[config.mk]
export PLATFORM = sky130hd
export DESIGN_NAME = gpio_apb_arbiter
export DESIGN_NICKNAME = d
export VERILOG_FILES = /design/src/rtl/gpio_apb_arbiter.sv
export SDC_FILE = /design/constraint.sdc
export NUM_CORES = 1
export LEC_CHECK = 0
export BUFFER_PORTS_ARGS = -buffer_cell sky130_fd_sc_hd__buf_2
export CAP_MARGIN = 25
export CORE_UTILIZATION = 30
export CTS_BUF_LIST = sky130_fd_sc_hd__clkbuf_8
export DETAILED_ROUTE_END_ITERATION = 10
export SETUP_SLACK_MARGIN = 0.1
export SYNTH_ARGS = -nofsm -noshare
export SYNTH_HDL_FRONTEND = slang
export SYNTH_SLANG_ARGS = --single-unit
[constraint.sdc]
create_clock -name PCLK -period 6.9 [get_ports PCLK]
set_input_delay 1.725 -clock PCLK [delete_from_list [all_inputs] [get_ports PCLK]]
set_output_delay 1.725 -clock PCLK [all_outputs]
set_load 0.05 [all_outputs]
[src/rtl/gpio_apb_arbiter.sv]
// gpio_apb_arbiter: round-robin arbiter that lets two requesters share one
// CoreGPIO APB slave. Each requester issues single read/write transfers over
// a req/ack handshake; the block runs SETUP/ACCESS with PREADY wait states,
// aborts after TIMEOUT ACCESS cycles and returns read data plus error status.
module gpio_apb_arbiter #(
  parameter int APB_WIDTH = 32,
  parameter int TIMEOUT   = 16
) (
  input  logic                 PCLK,
  input  logic                 PRESET,
  input  logic                 REQ0,
  input  logic                 REQ1,
  input  logic                 WR0,
  input  logic                 WR1,
  input  logic [7:0]           ADDR0,
  input  logic [7:0]           ADDR1,
  input  logic [APB_WIDTH-1:0] WDATA0,
  input  logic [APB_WIDTH-1:0] WDATA1,
  output logic                 ACK0,
  output logic                 ACK1,
  output logic [APB_WIDTH-1:0] RDATA0,
  output logic [APB_WIDTH-1:0] RDATA1,
  output logic                 ERR0,
  output logic                 ERR1,
  output logic                 PSEL,
  output logic                 PENABLE,
  output logic                 PWRITE,
  output logic [7:0]           PADDR,
  output logic [APB_WIDTH-1:0] PWDATA,
  input  logic [APB_WIDTH-1:0] PRDATA,
  input  logic                 PREADY,
  input  logic                 PSLVERR
);

  localparam logic [1:0] IDLE   = 2'd0;
  localparam logic [1:0] SETUP  = 2'd1;
  localparam logic [1:0] ACCESS = 2'd2;
  localparam logic [1:0] RESP   = 2'd3;

  // Last ACCESS cycle index before the transfer is abandoned.
  localparam logic [7:0] CNT_LAST = 8'(TIMEOUT - 1);

  logic [1:0]           state_q, state_d;
  logic                 gnt_q, gnt_d;
  logic                 last_q, last_d;
  logic [7:0]           cnt_q, cnt_d;
  logic                 psel_q, psel_d;
  logic                 penable_q, penable_d;
  logic                 pwrite_q, pwrite_d;
  logic [7:0]           paddr_q, paddr_d;
  logic [APB_WIDTH-1:0] pwdata_q, pwdata_d;
  logic                 ack0_q, ack0_d;
  logic                 ack1_q, ack1_d;
  logic [APB_WIDTH-1:0] rdata0_q, rdata0_d;
  logic [APB_WIDTH-1:0] rdata1_q, rdata1_d;
  logic                 err0_q, err0_d;
  logic                 err1_q, err1_d;

  // Completion result shared by the PREADY and timeout paths.
  logic                 fin;
  logic                 fin_err;
  logic [APB_WIDTH-1:0] fin_rdata;
  logic                 win1;

  // Next-state, arbitration and completion logic.
  always_comb begin
    state_d   = state_q;
    gnt_d     = gnt_q;
    last_d    = last_q;
    cnt_d     = cnt_q;
    psel_d    = psel_q;
    penable_d = penable_q;
    pwrite_d  = pwrite_q;
    paddr_d   = paddr_q;
    pwdata_d  = pwdata_q;
    ack0_d    = 1'b0;
    ack1_d    = 1'b0;
    rdata0_d  = rdata0_q;
    rdata1_d  = rdata1_q;
    err0_d    = err0_q;
    err1_d    = err1_q;
    fin       = 1'b0;
    fin_err   = 1'b0;
    fin_rdata = '0;
    // Port 1 wins when alone, or when both request and port 0 went last.
    win1      = REQ1 & (~REQ0 | ~last_q);

    case (state_q)
      IDLE: begin
        if (REQ0 || REQ1) begin
          gnt_d    = win1;
          pwrite_d = win1 ? WR1 : WR0;
          paddr_d  = win1 ? ADDR1 : ADDR0;
          pwdata_d = win1 ? WDATA1 : WDATA0;
          psel_d   = 1'b1;
          state_d  = SETUP;
        end
      end
      SETUP: begin
        penable_d = 1'b1;
        state_d   = ACCESS;
      end
      ACCESS: begin
        if (PREADY) begin
          fin       = 1'b1;
          fin_err   = PSLVERR;
          fin_rdata = PRDATA;
        end else if (cnt_q == CNT_LAST) begin
          fin       = 1'b1;
          fin_err   = 1'b1;
          fin_rdata = '0;
        end else begin
          cnt_d = cnt_q + 8'd1;
        end
        if (fin) begin
          psel_d    = 1'b0;
          penable_d = 1'b0;
          state_d   = RESP;
          if (gnt_q) begin
            ack1_d = 1'b1;
            err1_d = fin_err;
            if (!pwrite_q) rdata1_d = fin_rdata;
          end else begin
            ack0_d = 1'b1;
            err0_d = fin_err;
            if (!pwrite_q) rdata0_d = fin_rdata;
          end
        end
      end
      default: begin
        last_d  = gnt_q;
        cnt_d   = 8'd0;
        state_d = IDLE;
      end
    endcase
  end

  // State and registered outputs; reset drops any in-flight transfer.
  always_ff @(posedge PCLK or posedge PRESET) begin
    if (PRESET) begin
      state_q   <= IDLE;
      gnt_q     <= 1'b0;
      last_q    <= 1'b1;
      cnt_q     <= 8'd0;
      psel_q    <= 1'b0;
      penable_q <= 1'b0;
      pwrite_q  <= 1'b0;
      paddr_q   <= 8'd0;
      pwdata_q  <= '0;
      ack0_q    <= 1'b0;
      ack1_q    <= 1'b0;
      rdata0_q  <= '0;
      rdata1_q  <= '0;
      err0_q    <= 1'b0;
      err1_q    <= 1'b0;
    end else begin
      state_q   <= state_d;
      gnt_q     <= gnt_d;
      last_q    <= last_d;
      cnt_q     <= cnt_d;
      psel_q    <= psel_d;
      penable_q <= penable_d;
      pwrite_q  <= pwrite_d;
      paddr_q   <= paddr_d;
      pwdata_q  <= pwdata_d;
      ack0_q    <= ack0_d;
      ack1_q    <= ack1_d;
      rdata0_q  <= rdata0_d;
      rdata1_q  <= rdata1_d;
      err0_q    <= err0_d;
      err1_q    <= err1_d;
    end
  end

  assign PSEL    = psel_q;
  assign PENABLE = penable_q;
  assign PWRITE  = pwrite_q;
  assign PADDR   = paddr_q;
  assign PWDATA  = pwdata_q;
  assign ACK0    = ack0_q;
  assign ACK1    = ack1_q;
  assign RDATA0  = rdata0_q;
  assign RDATA1  = rdata1_q;
  assign ERR0    = err0_q;
  assign ERR1    = err1_q;

endmodule

==> summary by stage <==
Timing
Across the routed clock network, the largest skew measured is approximately 0.014 ns. Setup repair after global routing left no endpoint under its margin. Summed over all failing endpoints, the final setup total negative slack is 0 ns. The number of pins exceeding their max-slew limit in the final report is 0.

The number of endpoints with negative hold slack in the final report is 0. At the pin with the least slew margin, the transition time is 0.788 ns. The post-route fraction of the period consumed by the critical path is 44.0%. The worst pin sits at a relative slew slack of around 47%. The total setup violations reported at the end of the flow is 0.

After layout, the minimum clock period comes to just over 3 ns. Timing would allow up to approximately 0.33 GHz.

Detailed routing
For this run, design rule violations remaining after detail routing come to 0. The first-pass iteration count of the detailed router is 4. The post-route antenna net violation count is 0. After detailed routing, the total wire length is between 10 and 15 mm. The average wire length per cell after detail routing is between 15 and 20 um. After the first detailed-routing iteration, the DRC count stood at ~190. The total vias in the final route is around 4300. The ratio of routed vias to standard cells is between 4 and 5.

Worst hold path
The worst hold path passes through 2 cells. The capture endpoint of the worst hold path is PWDATA[4]. The worst hold path begins at PWDATA[4]. The classification of the worst-slack hold path is reg -> reg.

Critical path
Across all register-to-register paths, the minimum setup slack is ~4.7 ns. The arrival time at the worst endpoint is between 3 and 4 ns. The source of the worst register-to-register timing path is state_q[0]. The class of the most critical setup path is in -> reg. The endpoint identified for the worst register-to-register timing path is RDATA0[24].

The worst setup path is captured at a flop. The cell count of the worst reg-to-reg path is 7. The required time at the worst-slack endpoint is about 7.2 ns. The largest fanout of any net on the critical path is 31. The startpoint type of the worst setup path is an input pin.

Finish
The count of placed standard cells in the final layout, fillers left out is 876. Relative to the synthesized area, the layout overhead comes to 33.4%. The diode insertion count for antenna repair is 0. The ratio of cells with drive above 1 in the final layout is ~43%.

For this run, the post-layout net count is about 770.

Yosys
The flip-flop and latch count after synthesis is between 100 and 150. The count of warnings emitted by yosys is 0. Summing every instance area after synthesis gives between 5000 and 6000 sq um. For this run, the register share of the synthesized area comes to 60.0%. Counting flops with a built-in enable in the synthesized netlist gives 0. The number of cells produced by synthesis is ~420. The portion of synthesized cell area occupied by the leading cell type is ~60%. In the synthesized netlist the dominant register cell turns out to be dfrtp_1. By area the synthesized netlist is led by dfrtp_1 60%, a22o_1 11%, mux2i_1 8.2%. The net count after synthesis is approximately 540.

After synthesis, the mean cell area works out to roughly 12 sq um. Counting distinct cell types in the post-synthesis netlist gives 42. The largest area contributor in the synthesized netlist is dfrtp_1.

The post-synthesis async set-or-reset flop share is 100%.

Floorplan
The initial utilization of the core area, before any placement, comes to a little under a third. The placeable core region is between 15000 and 20000 sq um. The floorplan step defined a die boundary enclosing around 18000 sq um. The number of I/O pins is between 200 and 250. Measured along the x axis, the die boundary spans roughly 130 um.

The floorplan die height is around 130 um. After floorplanning, the core was divided into 47 placement rows.

GRT
Global routing used 16.5% of the available tracks across all layers. The pin count of the biggest net entering global routing is between 70 and 80. The via count of the first global-routing pass is roughly 4400.

The first global-routing pass estimated around 23 mm of wire. The initial antenna violation count is 0. Summed over all layers, the global routing overflow is 0.

Power and ir drop
The sequential share of power is 31.3%. The switching share of total power is 51.9%. The switching component of the power is a little over 2 mW. Of the total power, combinational logic draws between 50% and 60%. The clock network is responsible for 16.2% of the overall power. In this run the static leakage power is about 3.5 nW. VDD sags by at most ~0.34 mV. Cell internal power was estimated by the tool at approximately 1.9 mW. The power density over the cells is a little under 600 nW/um^2.

Clocking
The H-tree generated during clock tree synthesis spans 4 levels. Clock tree synthesis inserted a total of 17 buffers. The root buffer selected by CTS is clkbuf_8. The longest clock path from root to sink contains 2 buffers.

The later pin in the worst-skew pair is clocked with a latency of 0.44 ns. The TritonCTS clock tree is built. The hold buffer count at CTS is 0.

The buffers inserted during post-CTS setup optimization is 0. Once the clock tree was built, the resizer swapped 0 gates to a different size. Counting every sink on the clock net gives between 100 and 150. After clock tree synthesis, the clock-pin slew on the worst setup and hold paths is around 0.070 ns.

Placement
The number of placed instances, taps included, is about 840. Routability-driven placement finished with a final weighted congestion of between 0.8 and 0.9. Port buffering added 230 buffers. The post-DP HPWL is 10.1 mm.

Run status
The flow ran to the end, and the final reports show no timing, DRC or antenna violations.

Flow run
The reported max-cap violation count is 0.
[cells in the mapped netlist, types with 5 or more instances]
cell type	n
a21oi_1	5
a22o_1	63
buf_2	13
buf_6	6
clkbuf_1	8
dfrtp_1	122
ha_1	5
inv_1	5
mux2i_1	42
nand2_1	49
nor2_1	7
o21ai_0	50
[critical path, cell delays in order]
cell and delay [ns]:
buf_2 0.13, a21boi_4 0.53, buf_4 0.54, mux2i_1 0.25
o21ai_0 0.10
[per-layer routing]
layer  track usage (%)  routed length [um]
met1              19.5                6030
met3              5.48                1140
met5                 0                   0
met2              27.9                6860
met4              6.07                 170
[sequential cells by signal, summed over array words and instances, names as in the netlist, 2 cells and up]
register  flops
PADDR         8
state_q       2
cnt_q         8
RDATA0       32
RDATA1       32
PWDATA       32
[final cells by class]
cell class | count | area, sq um
clock buffers | 17 | 234
well taps | 220 | 275
repair buffers | 235 | 1190
clock inverters | 15 | 164
inverters | 5 | 21.3
fillers | 1613 | 9800
multi-input cells | 261 | 1880
flip-flops and latches | 123 | 3080
[power by group through the flow]
stage | Clock, mW | Sequential (mW) | Combinational (mW)
after global routing | 0.693 | 1.28 | 2.19
final | 0.640 | 1.24 | 2.07
after CTS | 0.661 | 1.24 | 2.09
after global placement | 0 | 1.24 | 2.05
after detailed placement | 0 | 1.25 | 2.09
after floorplan | 0 | 2.25 | 0.572
[cells in the final DEF (no fill, tap or decap), types with 7 or more instances in the layout]
| cell type | Yosys | layout |
|---|---|---|
| mux2i_1 | 42 | 42 |
| clkbuf_8 | 0 | 17 |
| nand2_1 | 49 | 49 |
| o21ai_0 | 50 | 49 |
| buf_2 | 13 | 230 |
| nor2_1 | 7 | 7 |
| a22o_1 | 63 | 63 |
| dfrtp_1 | 122 | 122 |
[how the worst max path moves through the flow]
stage / from / endpoint / slack (ns)
2_1_floorplan: PRESET / ACK0 / 1.91
3_3_place_gp: REQ1 / PWDATA[8] / 3.49
3_5_place_dp: REQ1 / PWDATA[12] / 3.37
4_1_cts: REQ1 / PWDATA[12] / 3.87
5_1_grt: REQ1 / PWDATA[12] / 3.72
6_report: REQ1 / PWDATA[12] / 3.87
[cells by family after synthesis]
group / after synthesis / share of synthesized area (%)
compound gates: 134 / 18.8
fa+ha+maj: 5 / 1.22
buf+inv: 34 / 3.76
flops: 123 / 60.0
mux: 44 / 8.64
simple gates: 78 / 7.51
[stage by stage]
stage | setup slack [ns] | util, % | power, mW | hold WS [ns] | instance area, sq um
after floorplan | 1.91 | - | 2.82 | 0.488 | 5130
after global placement | 3.49 | 38.7 | 3.29 | 0.460 | 6450
after detailed placement | 3.37 | 38.7 | 3.33 | 0.465 | 6450
after CTS | 3.87 | 41.1 | 3.99 | 0.482 | 6840
after global routing | 3.72 | 41.1 | 4.16 | 0.503 | 6840
final | 3.87 | 41.1 | 3.95 | 0.477 | 6840
(Power assumes the default switching activity.)
